### config.mk
export PLATFORM = sky130hd
export DESIGN_NAME = arbiter_client
export DESIGN_NICKNAME = d
export VERILOG_FILES = /design/src/rtl/arbiter_client.sv
export SDC_FILE = /design/constraint.sdc
export NUM_CORES = 1
export LEC_CHECK = 0
export ABC_AREA = 1
export CAP_MARGIN = 40
export CORE_UTILIZATION = 52
export DETAILED_ROUTE_END_ITERATION = 10
export MAX_ROUTING_LAYER = met4
export PLACE_DENSITY = 0.75
export SYNTH_ARGS = -nofsm -noshare
export SYNTH_HDL_FRONTEND = slang
export SYNTH_SLANG_ARGS = --single-unit
export TNS_END_PERCENT = 30
### constraint.sdc
create_clock -name clk -period 9.8 [get_ports clk]
set_clock_uncertainty 0.2 [all_clocks]
set_input_delay 1.96 -clock clk [delete_from_list [all_inputs] [get_ports clk]]
set_output_delay 1.96 -clock clk [all_outputs]
set_load 0.02 [all_outputs]
### src/rtl/arbiter_client.sv
// arbiter_client: buffers producer beats and requests the shared bus per complete transaction.
// Define ARBITER_CLIENT_BURST_EN to honour wr_last; otherwise every beat is its own transaction.
module arbiter_client #(
    parameter int DATA_WIDTH = 32,
    parameter int DEPTH      = 4
) (
    input  logic                  clk,
    input  logic                  rst_n,
    input  logic                  wr_en,
    input  logic [DATA_WIDTH-1:0] wr_data,
    input  logic                  wr_last,
    output logic                  full,
    output logic                  empty,
    output logic                  overflow,
    output logic                  request,
    output logic                  hold,
    input  logic                  grant,
    output logic                  bus_valid,
    output logic [DATA_WIDTH-1:0] bus_data,
    output logic                  bus_last
);
    localparam int AW = $clog2(DEPTH);

    typedef enum logic {IDLE, BURST} state_t;

    state_t                state_q, state_d;
    logic [AW-1:0]         wr_ptr_q, wr_ptr_d, rd_ptr_q, rd_ptr_d;
    logic [AW:0]           count_q, count_d, txn_q, txn_d;
    logic                  overflow_q, overflow_d;
    logic [DATA_WIDTH-1:0] data_mem_q [DEPTH];
    logic [DEPTH-1:0]      last_mem_q;
    logic                  push, pop, beat_last, head_last;

`ifdef ARBITER_CLIENT_BURST_EN
    assign beat_last = wr_last;
`else
    // wr_last is read but always overridden so each beat closes its transaction
    assign beat_last = wr_last | 1'b1;
`endif

    assign head_last = last_mem_q[rd_ptr_q];
    assign full      = (count_q == (AW+1)'(DEPTH));
    assign empty     = (count_q == '0);
    assign overflow  = overflow_q;
    assign request   = (state_q == BURST) | (txn_q != '0);
    assign bus_valid = request & grant;
    assign bus_data  = data_mem_q[rd_ptr_q];
    assign bus_last  = ~empty & head_last;
    assign push      = wr_en & ~full;
    assign pop       = bus_valid;

`ifdef ARBITER_CLIENT_BURST_EN
    assign hold = bus_valid & ~head_last;
`else
    assign hold = 1'b0;
`endif

    always_comb begin
        wr_ptr_d   = wr_ptr_q + AW'(push);
        rd_ptr_d   = rd_ptr_q + AW'(pop);
        count_d    = count_q + (AW+1)'(push) - (AW+1)'(pop);
        txn_d      = txn_q + (AW+1)'(push & beat_last) - (AW+1)'(pop & head_last);
        overflow_d = overflow_q | (wr_en & full);
        state_d    = state_q;
`ifdef ARBITER_CLIENT_BURST_EN
        if (pop)
            state_d = head_last ? IDLE : BURST;
`endif
    end

    always_ff @(posedge clk or negedge rst_n) begin
        if (!rst_n) begin
            state_q    <= IDLE;
            wr_ptr_q   <= '0;
            rd_ptr_q   <= '0;
            count_q    <= '0;
            txn_q      <= '0;
            overflow_q <= 1'b0;
        end else begin
            state_q    <= state_d;
            wr_ptr_q   <= wr_ptr_d;
            rd_ptr_q   <= rd_ptr_d;
            count_q    <= count_d;
            txn_q      <= txn_d;
            overflow_q <= overflow_d;
        end
    end

    // Storage is deliberately not reset; the pointers alone define validity
    always_ff @(posedge clk) begin
        if (push) begin
            data_mem_q[wr_ptr_q] <= wr_data;
            last_mem_q[wr_ptr_q] <= beat_last;
        end
    end
endmodule

==> results of run 1 <==
## cell type report
cell class	count	area (um2)
flip-flops and latches	143	4240
fillers	715	3343
multi-input cells	202	1094
repair buffers	81	855.8
clock buffers	17	414.1
well taps	136	170.2
clock inverters	15	150.1
inverters	15	56.30
## sequential cells by signal, summed over array words and instances (netlist names)
| name | cells |
|---|---|
| wr_ptr_q | 2 |
| count_q | 3 |
| overflow | 1 |
| rd_ptr_q | 2 |
| txn_q | 3 |
| last_mem_q | 4 |
| data_mem_q | 128 |
## routing by layer
layer,part of all wire,global-route usage
met1,0.42,0.2691
met2,0.53,0.3666
met3,0.033,0.05178
met5,0,-
met4,0.013,0.07243
## critical path, stage by stage
cell,delay (ns)
sky130_fd_sc_hd__clkdlybuf4s50_1,0.45
sky130_fd_sc_hd__inv_1,0.03
sky130_fd_sc_hd__a21oi_1,0.34
sky130_fd_sc_hd__clkdlybuf4s50_1,0.68
## power by group
part	internal [uW]	switching, uW
Clock	325	270
Combinational	371	551
Sequential	812	54.3
Total	1510	874
## metrics by stage
stage	power (uW)	setup slack, ns	hold WS, ns	utilization
final	2382	4.169	0.2566	0.6762
after global routing	2511	4.106	0.2972	0.6762
after CTS	2406	4.163	0.2586	0.6762
after detailed placement	1804	4.176	0.2430	0.6215
after global placement	1745	4.110	0.2379	0.6123
after floorplan	1434	4.833	0.2794	-
## layout by cell type, fill, tap and decap left out, types with 7 or more instances in the layout
cell type                           n
sky130_fd_sc_hd__edfxtp_1         132
sky130_fd_sc_hd__clkdlybuf4s50_1   73
sky130_fd_sc_hd__nor2_1            66
sky130_fd_sc_hd__o21ai_0           39
sky130_fd_sc_hd__o22ai_1           32
sky130_fd_sc_hd__o21ai_1           25
sky130_fd_sc_hd__clkbuf_16         16
sky130_fd_sc_hd__inv_1             12
sky130_fd_sc_hd__dfrtp_1           10
sky130_fd_sc_hd__nand2_1            7
## logic make-up after synthesis
logic type	Yosys count	synth area share
XOR/XNOR	7	0.01109
AO/OA/AOI/OAI	102	0.1018
other	1	0.0006782
flip-flops	143	0.7667
buffers and inverters	36	0.04005
AND/OR/NAND/NOR	86	0.06336
adder cells (fa/ha/maj)	6	0.01629
## how the worst max path moves through the flow
stage | startpoint | end | slack (ns) | depth (start not counted)
floorplan | wr_en | data_mem_q[2][0] | 4.83 | 2
global placement | grant | bus_valid | 4.11 | 4
detailed placement | grant | bus_valid | 4.18 | 4
CTS | grant | bus_valid | 4.16 | 4
global route | grant | bus_valid | 4.11 | 4
finish | grant | bus_valid | 4.17 | 4
==> metrics.md, run 1 <==
| Metric | Value |
|---|---|
| Status | completed |
| Netlist area before placement | about 5500 um2 |
| P_leak | approximately 0.0024 uW |
| Placed wire-length estimate | 6278 um |
| Synth top cells by count | sky130_fd_sc_hd__edfxtp_1 (132), sky130_fd_sc_hd__nor2_1 (68), sky130_fd_sc_hd__o21ai_0 (39) |
| Launch instance of the worst register-to-register path | rd_ptr_q[0] |
| Unique masters post-synth | 27 |
| Chip height | 105.1 um |
| Number of flops mapped to enable cells by yosys | about 130 |
| Count of input and output buffers | 73 |
| Cell types occupying the most area after synthesis | sky130_fd_sc_hd__edfxtp_1 (72%), sky130_fd_sc_hd__dfrtp_1 (5.0%), sky130_fd_sc_hd__nor2_1 (4.6%) |
| Highest clock frequency the design can meet | 0.1776 GHz |
| Placed inst area | 6416 um2 |
| Cell count of the worst reg-to-reg path | 12 |
| Placed cell count | between 500 and 600 |
| Number of storage elements in the synthesis netlist | roughly 140 |
| Average cell area after synthesis | 14.51 um2 |
| Hold-fix buffers at CTS | 0 |
| Critical register-to-register path endpoint | txn_q[2] |
| Final critical-path share of the clock period | 0.5746 |
| Count of nets left with antenna violations after detail routing | 0 |
| Via count of the first global-routing pass | between 3000 and 4000 |
| Total clock sinks | approximately 140 |
| Number of CTS-inserted buffers | 17 |
| Count of unresolved DRC violations after routing | 0 |
| Via count normalized by instance count | between 5 and 6 |
| Total Die Area | about 11000 um2 |
| Layout Nets | just over 500 |
| Site Rows | 37 |
| Post-synthesis instance total | about 380 |
| Number of setup violations in the final report | 0 |
| Core Box Area | between 10000 and 15000 um2 |
| Layout overhead on the synthesized area | 26.25% |
| First-pass GRT wire length | roughly 18000 um |
| Fraction of layout instances using a drive strength above 1 | 0.1099 |
| Clock tree from TritonCTS | yes |
| Cell taking the most area after synthesis | sky130_fd_sc_hd__edfxtp_1 |
| DIE WIDTH | around 110 um |
| Most instantiated library cell after synthesis | sky130_fd_sc_hd__edfxtp_1 |
| Beginning of the worst hold path | overflow |
| RSZ-0062 raised after global routing | false |
| Portion of the post-synthesis area used by sequential elements | 0.7667 |
| Htree depth | 4 |
| Routed length per instance | between 15 and 20 um |
| Startpoint class of the critical path | input pin |
| Final Hold Viols | 0 |
| Initial cell density of the core | 0.5356 |
| Ys flop type | sky130_fd_sc_hd__edfxtp_1 |
| Fraction of registers with async set/reset | 0.07692 |
| Worst-path clk slew | approximately 0.070 ns |
| Setup TNS | 0 ns |
| Overall fraction of global-route tracks in use | 0.2209 |
| Number of slew-limit violations in the final report | 0 |
| Post-route cell area | ~7000 um2 |
| Destination of the worst hold path | overflow |
| Detailed Route Iter0 Violations | between 150 and 200 |
| Warning count from the yosys run | 0 |
| Clock Root Buffer | sky130_fd_sc_hd__clkbuf_8 |
| Setup slack of the most critical reg-to-reg path | 6.82 ns |
| Max-cap violations | 0 |
| Worst setup path category | input pin to output port |
| Net count after synthesis | between 400 and 500 |
| Buffer depth of the longest clock path | 2 |
| Global-route congestion overflow total | 0 |
| Hold Path Stages | 1 |
| Category of the worst setup path capture point | output port |
| Total Wirelength | ~11000 um |
| TritonRoute pass-1 iters | 4 |
| Source-to-sink clock delay at the later pin of the worst-skew pair | 0.51 ns |
| Count of antenna diodes in the layout | 0 |
| Hold WC Path Type | flop to flop |
| Via total after detailed routing | approximately 3300 |
| Boundary pin count | between 70 and 80 |
| Setup Fix Bufs, Post-CTS | 0 |
| Count of non-filler cells in the finished layout | around 610 |
| Initial antenna violation count | 0 |
| Final min period | between 5 and 6 ns |
| PostCTS Resize Cnt | 0 |
| CP Data Required Time | roughly 7.6 ns |
| Maximum VDD drop | 0.0001641 V |
| Maximum fanout along the worst path | 5 |
| Total power divided by cell area | 341.3 nW/um2 |
| Arrival time reported for the critical path endpoint | between 3 and 4 ns |
| Last weighted congestion value of the routability-driven placer | 0.7486 |
| Largest net degree at the start of global routing | 53 |
| Relative slew slack | 0.6014 |
| Pin slew with the least headroom to its limit | around 0.6 ns |
| Top-area cell type share of the netlist area | 0.7169 |
(Power assumes the default switching activity.)
==> run 2: changes to the inputs <==
==> constraint.sdc (replaced) <==
create_clock -name clk -period 5.9 [get_ports clk]
set_clock_uncertainty 0.2 [all_clocks]
set_input_delay 1.18 -clock clk [delete_from_list [all_inputs] [get_ports clk]]
set_output_delay 1.18 -clock clk [all_outputs]
set_load 0.02 [all_outputs]
==> run 2 against run 1 <==
Compared with the run above: die area unchanged; worst setup slack worse by 2.7 ns; combinational power up 66%; cell area up 0.11%; sequential cell count unchanged; largest cell class unchanged; routed wire length up 0.83%.
==> metrics.md, run 2 (synthesis results as in run 1) <==
| Metric | Value |
|---|---|
| Status | completed |
| Biggest register | data_mem_q |
| Cell-by-cell listing of the critical path | buf_4 > inv_2 > buf_12 > o21ai_0 > o22ai_1 > clkdlybuf4s50_1 |
| Number of CTS-inserted buffers | 17 (unchanged) |
| Max-cap violations | 0 (unchanged) |
| Number of setup violations in the final report | 0 (unchanged) |
| Arrival time reported for the critical path endpoint | 3.08 ns (-0.39 ns) |
| Most common library cell in the layout ignoring fill and taps | sky130_fd_sc_hd__edfxtp_1 |
| Count of input and output buffers | 73 (unchanged) |
| Pin slew with the least headroom to its limit | 0.6881 ns (+0.09105 ns) |
| Routed length per instance | 17.87 um (+0.83%) |
| Number of slew-limit violations in the final report | 0 (unchanged) |
| Commonest cells after routing, fill and taps aside | sky130_fd_sc_hd__edfxtp_1 (132), sky130_fd_sc_hd__clkdlybuf4s50_1 (73), sky130_fd_sc_hd__nor2_1 (66), sky130_fd_sc_hd__o21ai_0 (39), sky130_fd_sc_hd__o22ai_1 (32) |
| Htree depth | 4 (unchanged) |
| PostCTS Resize Cnt | 0 (unchanged) |
| Setup Fix Bufs, Post-CTS | 0 (unchanged) |
| Global-route congestion overflow total | 0 (unchanged) |
| Master of the slowest instance on the critical path | sky130_fd_sc_hd__clkdlybuf4s50_1 |
| Overall fraction of global-route tracks in use | 0.2194 (-0.001503) |
| Clock Root Buffer | sky130_fd_sc_hd__clkbuf_8 |
| Boundary pin count | 76 (unchanged) |
| Initial cell density of the core | 0.5356 (unchanged) |
| Initial antenna violation count | 0 (unchanged) |
| Category of the worst setup path capture point | output port |
| CP Data Required Time | 4.52 ns (-3.12 ns) |
| Count of nets left with antenna violations after detail routing | 0 (unchanged) |
| Chip height | 105.1 um (unchanged) |
| Via total after detailed routing | 3350 (+1.3%) |
| Placed wire-length estimate | 6334 um (+0.88%) |
| Maximum fanout along the worst path | 68 (+63) |
| Final min period | around 4.5 ns |
| Fraction of layout instances using a drive strength above 1 | 0.1078 (-0.002114) |
| Hold-fix buffers at CTS | 0 (unchanged) |
| Clock tree from TritonCTS | yes |
| Count of unresolved DRC violations after routing | 0 (unchanged) |
| P_leak | 0.002424 uW (+0.56%) |
| DIE WIDTH | 105.1 um (unchanged) |
| Largest net degree at the start of global routing | 69 (+30%) |
| Biggest registers after layout | data_mem_q: 128 flops, last_mem_q: 4 flops |
| Via count of the first global-routing pass | 3394 (-0.47%) |
| Relative slew slack | 0.5413 (-0.06012) |
| Hold Slack | 0.2549 ns (-0.001704 ns) |
| Startpoint of the worst setup timing path | rd_ptr_q[0] |
| Maximum VDD drop | 0.0003176 V (+94%) |
| Launch instance of the worst register-to-register path | rd_ptr_q[0] |
| Total clock sinks | 143 (unchanged) |
| Count of antenna diodes in the layout | 0 (unchanged) |
| Setup TNS | 0 ns (unchanged) |
| TritonRoute pass-1 iters | 5 (+1) |
| Number of filler instances in the final layout | 694 (-2.9%) |
| First-pass GRT wire length | 17330 um (-0.99%) |
| Beginning of the worst hold path | overflow |
| RSZ-0062 raised after global routing | false |
| Source-to-sink clock delay at the later pin of the worst-skew pair | 0.51 ns (about the same) |
| Final Hold Viols | 0 (unchanged) |
| Via count normalized by instance count | 5.501 (+1.3%) |
| Worst-path clk slew | 0.06 ns (about the same) |
| Highest clock frequency the design can meet | approximately 0.22 GHz |
| Layout overhead on the synthesized area | 26.39% |
| Last weighted congestion value of the routability-driven placer | 0.7756 (+3.6%) |
| Core Box Area | 10320 um2 (unchanged) |
| Total Die Area | 11050 um2 (unchanged) |
| Total Wirelength | 10880 um (+0.83%) |
| Slowest Stage Delay on Critical Path | 0.66 ns (-0.02 ns) |
| Total power divided by cell area | 573.7 nW/um2 (+68%) |
| Site Rows | 37 (unchanged) |
| Layout Nets | 503 (unchanged) |
| Hold WC Path Type | flop to flop |
| Worst setup path category | flop to output port |
| Final critical-path share of the clock period | 0.7565 |
| Number of flip-flops in the largest register | 128 (unchanged) |
| Detailed Route Iter0 Violations | 185 (+2.8%) |
| Buffer depth of the longest clock path | 2 (unchanged) |
| Startpoint class of the critical path | flop |
run 2: worst max-delay path: cells and delay by family, from the launching register on:
| kind | cells | cell delay, ns |
|---|---|---|
| buf+inv | 4 | 1.77 |
| compound gates | 2 | 0.37 |
| flops | 1 | 0.39 |
run 2: final timing paths:
| path | to | depth (start not counted) | slack, ns |
|---|---|---|---|
| max | bus_data[30] | 6 | 1.44 |
| min | overflow | 1 | 0.25 |
| max reg2reg | txn_q[2] | 13 | 2.70 |
| min reg2reg | overflow | 1 | 0.25 |
| max in group asynchronous | rd_ptr_q[0] | 1 | 4.32 |
| min in group asynchronous | count_q[0] | 1 | 0.81 |
run 2: metal layers:
metal	share of wire	GRT usage	up-vias
met3	0.038	0.04492	17
met5	0	-	-
met1	0.42	0.2670	1672
li1	-	-	1570
met2	0.52	0.3500	91
met4	0.023	0.1127	0
run 2: cell type report:
type | count | area, um2 | area share
clock inverters | 15 | 177.7 | 0.02543
clock buffers | 17 | 414.1 | 0.05927
inverters | 15 | 56.30 | 0.008057
flip-flops and latches | 143 | 4240 | 0.6068
repair buffers | 81 | 835.8 | 0.1196
multi-input cells | 202 | 1094 | 0.1565
well taps | 136 | 170.2 | 0.02435
run 2: power by group:
part	switching [uW]	total [uW]	internal [uW]
Clock	432	1050	619
Sequential	74.5	1420	1350
Combinational	932	1530	602
run 2: per-stage QoR:
step                worst slack (ns)  utilization  instance area [um2]  power, uW  instances
floorplan                      1.713            -                 5529       2381        381
global placement               1.763       0.6130                 6329       2902        574
detailed placement             1.758       0.6196                 6396       2994        577
CTS                            1.460       0.6769                 6988       4042        609
global route                   1.264       0.6769                 6988       4217        609
finish                         1.436       0.6769                 6988       4009        609
==> run 3: changes to the inputs <==
--- a/config.mk
+++ b/config.mk
@@ -7,10 +7,10 @@
 export LEC_CHECK = 0
 export ABC_AREA = 1
 export CAP_MARGIN = 40
-export CORE_UTILIZATION = 52
+export CORE_UTILIZATION = 49
 export DETAILED_ROUTE_END_ITERATION = 10
 export MAX_ROUTING_LAYER = met4
-export PLACE_DENSITY = 0.75
+export PLACE_DENSITY = 0.74
 export SYNTH_ARGS = -nofsm -noshare
 export SYNTH_HDL_FRONTEND = slang
 export SYNTH_SLANG_ARGS = --single-unit
==> constraint.sdc (replaced) <==
create_clock -name clk -period 3.95 [get_ports clk]
set_clock_uncertainty 0.2 [all_clocks]
set_input_delay 0.79 -clock clk [delete_from_list [all_inputs] [get_ports clk]]
set_output_delay 0.79 -clock clk [all_outputs]
set_load 0.02 [all_outputs]
==> run 3 against run 2 <==
Compared with the run above: first-iteration DRC count is 4.9% higher; worst setup slack worse by 1.1 ns; non-clock buffer count grew 2; clock power is 48% higher; sequential cell count unchanged; cell area about the same; critical path depth fell by 1; routed wire length rose by 0.60%; global-route usage decreased by 1.4 points.
==> metrics.md, run 3 (synthesis results as in run 1) <==
| Metric | Value |
|---|---|
| Placed cell count | 583 (+1.0%) |
| Total Die Area | 11710 um2 (+6.0%) |
| Hold Slack | 0.2548 ns (-0.0001160 ns) |
| Biggest register | data_mem_q |
| Count of nets left with antenna violations after detail routing | 0 (unchanged) |
| Fraction of layout instances using a drive strength above 1 | 0.1038 (-0.004009) |
| Int Power | 3895 uW (+52%) |
| Area used by sequential logic in the layout | 4240 um2 (unchanged) |
| Largest net degree at the start of global routing | 53 (-23%) |
| Hold-fix buffers at CTS | 0 (unchanged) |
| Setup TNS | 0 ns (unchanged) |
| Final critical-path share of the clock period | 0.9228 |
| Combinational share of power | 0.378 (-0.005) |
| Category of the worst setup path capture point | output port |
| Biggest registers after layout | data_mem_q: 128 flops, last_mem_q: 4 flops |
| Number of flip-flops in the largest register | 128 (unchanged) |
| Maximum VDD drop | 0.0004153 V (+31%) |
| Routed length per instance | 17.89 um (+0.10%) |
| First-pass GRT wire length | 16760 um (-3.3%) |
| Clock Root Buffer | sky130_fd_sc_hd__clkbuf_16 |
| Switching component of the power | 2088 uW (+45%) |
| Core Box Area | 10940 um2 (+5.9%) |
| Chip height | 108.2 um (+3.0%) |
| Count of non-filler cells in the finished layout | 612 (+0.49%) |
| Slowest Stage Delay on Critical Path | 0.65 ns (about the same) |
| Layout Nets | 505 (+0.40%) |
| Commonest cells after routing, fill and taps aside | sky130_fd_sc_hd__edfxtp_1 (132), sky130_fd_sc_hd__clkdlybuf4s50_1 (73), sky130_fd_sc_hd__nor2_1 (66), sky130_fd_sc_hd__o21ai_0 (39), sky130_fd_sc_hd__o22ai_1 (32) |
| Via total after detailed routing | 3355 (+0.15%) |
| Cell-by-cell listing of the critical path | inv_2 > buf_12 > o21ai_0 > o22ai_1 > clkdlybuf4s50_1 |
| DIE WIDTH | 108.2 um (+3.0%) |
| Number of filler instances in the final layout | 844 (+22%) |
| Placed wire-length estimate | 6311 um (-0.36%) |
| Worst-path clk slew | 0.06 ns (about the same) |
| Last weighted congestion value of the routability-driven placer | 0.7087 (-8.6%) |
| Number of slew-limit violations in the final report | 0 (unchanged) |
| Highest clock frequency the design can meet | 0.2743 GHz |
| Clock Power Share | 0.259 (-0.003) |
| Buffer depth of the longest clock path | 2 (unchanged) |
| Source-to-sink clock delay at the later pin of the worst-skew pair | 0.41 ns (-0.10 ns) |
| Worst setup path category | flop to output port |
| Site Rows | 38 (+2.7%) |
| Multi-input gate area in the final layout | 1094 um2 (unchanged) |
| Count of unresolved DRC violations after routing | 0 (unchanged) |
| Share of total power in sequential cells | 0.363 (+0.008) |
| CP Data Required Time | 2.96 ns (-1.56 ns) |
| Post-place setup slack | 0.7391 ns (-1.019 ns) |
| Detailed Route Iter0 Violations | 194 (+4.9%) |
| Initial antenna violation count | 0 (unchanged) |
| Clock tree from TritonCTS | yes |
| Via count normalized by instance count | 5.482 (-0.34%) |
| Setup Fix Bufs, Post-CTS | 0 (unchanged) |
| Most common library cell in the layout ignoring fill and taps | sky130_fd_sc_hd__edfxtp_1 |
| Startpoint class of the critical path | flop |
| Final min period | 3.645 ns |
| Arrival time reported for the critical path endpoint | 2.65 ns (-0.43 ns) |
| Global-route congestion overflow total | 0 (unchanged) |
| Number of CTS-inserted buffers | 17 (unchanged) |
| PostCTS Resize Cnt | 0 (unchanged) |
| Total power divided by cell area | 856.8 nW/um2 (+49%) |
| Max-cap violations | 0 (unchanged) |
| Overall fraction of global-route tracks in use | 0.2059 (-0.01353) |
| P_leak | 0.002400 uW (-0.99%) |
| Fraction of power spent switching nets | 0.3490 (-0.009854) |
| Master of the slowest instance on the critical path | sky130_fd_sc_hd__clkdlybuf4s50_1 |
| Relative slew slack | 0.5689 (+0.02767) |
| Boundary pin count | 76 (unchanged) |
| Via count of the first global-routing pass | 3382 (-0.35%) |
| Final Hold Viols | 0 (unchanged) |
| Hold WC Path Type | flop to flop |
| Pin slew with the least headroom to its limit | 0.6457 ns (-0.04245 ns) |
| Maximum fanout along the worst path | 52 (-24%) |
| Total clock sinks | 143 (unchanged) |
| Count of input and output buffers | 73 (unchanged) |
| Htree depth | 4 (unchanged) |
| Status | completed |
| Count of antenna diodes in the layout | 0 (unchanged) |
| RSZ-0062 raised after global routing | false |
| Total Wirelength | 10950 um (+0.60%) |
| Number of setup violations in the final report | 0 (unchanged) |
| Initial cell density of the core | 0.5056 (-0.02997) |
| TritonRoute pass-1 iters | 4 (-1) |
| Minimum setup slack in the final design | 0.3050 ns (-1.131 ns) |
| Layout overhead on the synthesized area | 26.30% (about the same) |
## run 3: cell count changes in the layout (fill, tap and decap cells not counted)
cell,before,now
sky130_fd_sc_hd__clkinvlp_4,0,5
sky130_fd_sc_hd__inv_8,5,0
sky130_fd_sc_hd__inv_6,3,0
sky130_fd_sc_hd__buf_4,5,7
sky130_fd_sc_hd__clkinv_4,3,1
sky130_fd_sc_hd__buf_12,2,3
sky130_fd_sc_hd__buf_16,1,0
sky130_fd_sc_hd__bufinv_16,2,3
sky130_fd_sc_hd__clkbuf_1,0,1
sky130_fd_sc_hd__clkbuf_16,16,17
sky130_fd_sc_hd__clkbuf_8,1,0
## run 3: area by class of cell
class,count,share of cell area
Sequential cell,143,0.6072
Multi-Input combinational cell,202,0.1566
Timing Repair Buffer,83,0.1208
Clock buffer,18,0.06146
Tap cell,140,0.02509
Clock inverter,11,0.02078
Inverter,15,0.008063
## run 3: worst paths after layout
check                      cells after the start  slack [ns]     endpoint         from
max in group asynchronous                      1        2.65  rd_ptr_q[0]        rst_n
min in group asynchronous                      1        0.52     overflow        rst_n
min                                            1        0.25     overflow     overflow
min reg2reg                                    1        0.25     overflow     overflow
max reg2reg                                   12        1.06     txn_q[2]  rd_ptr_q[0]
max                                            5        0.31  bus_data[8]  rd_ptr_q[0]
## run 3: per-stage QoR
step                      instance area, um2  utilization  total power [uW]
after floorplan                         5529            -              3557
after global placement                  6409       0.5860              4401
after detailed placement                6409       0.5860              4472
after CTS                               6983       0.6386              6030
after global routing                    6983       0.6386              6258
final                                   6983       0.6386              5983
## run 3: power groups by stage
stage | clock [uW] | sequential, uW | combinational [uW]
finish | 1550 | 2170 | 2260
global route | 1630 | 2200 | 2430
CTS | 1570 | 2170 | 2290
detailed placement | 0 | 2200 | 2270
global placement | 0 | 2180 | 2220
floorplan | 0 | 2150 | 1400
## run 3: worst max-delay path, delay by kind of cell (launching register included)
kind	cells	cell delay, ns
buffers and inverters	3	1.24
AO/OA/AOI/OAI	2	0.35
flip-flops	1	0.62
## run 3: layer usage
metal / global-route usage / part of all wire
met1: 0.2251 / 0.42
met2: 0.3430 / 0.52
met3: 0.05425 / 0.039
met4: 0.1115 / 0.021
met5: - / 0
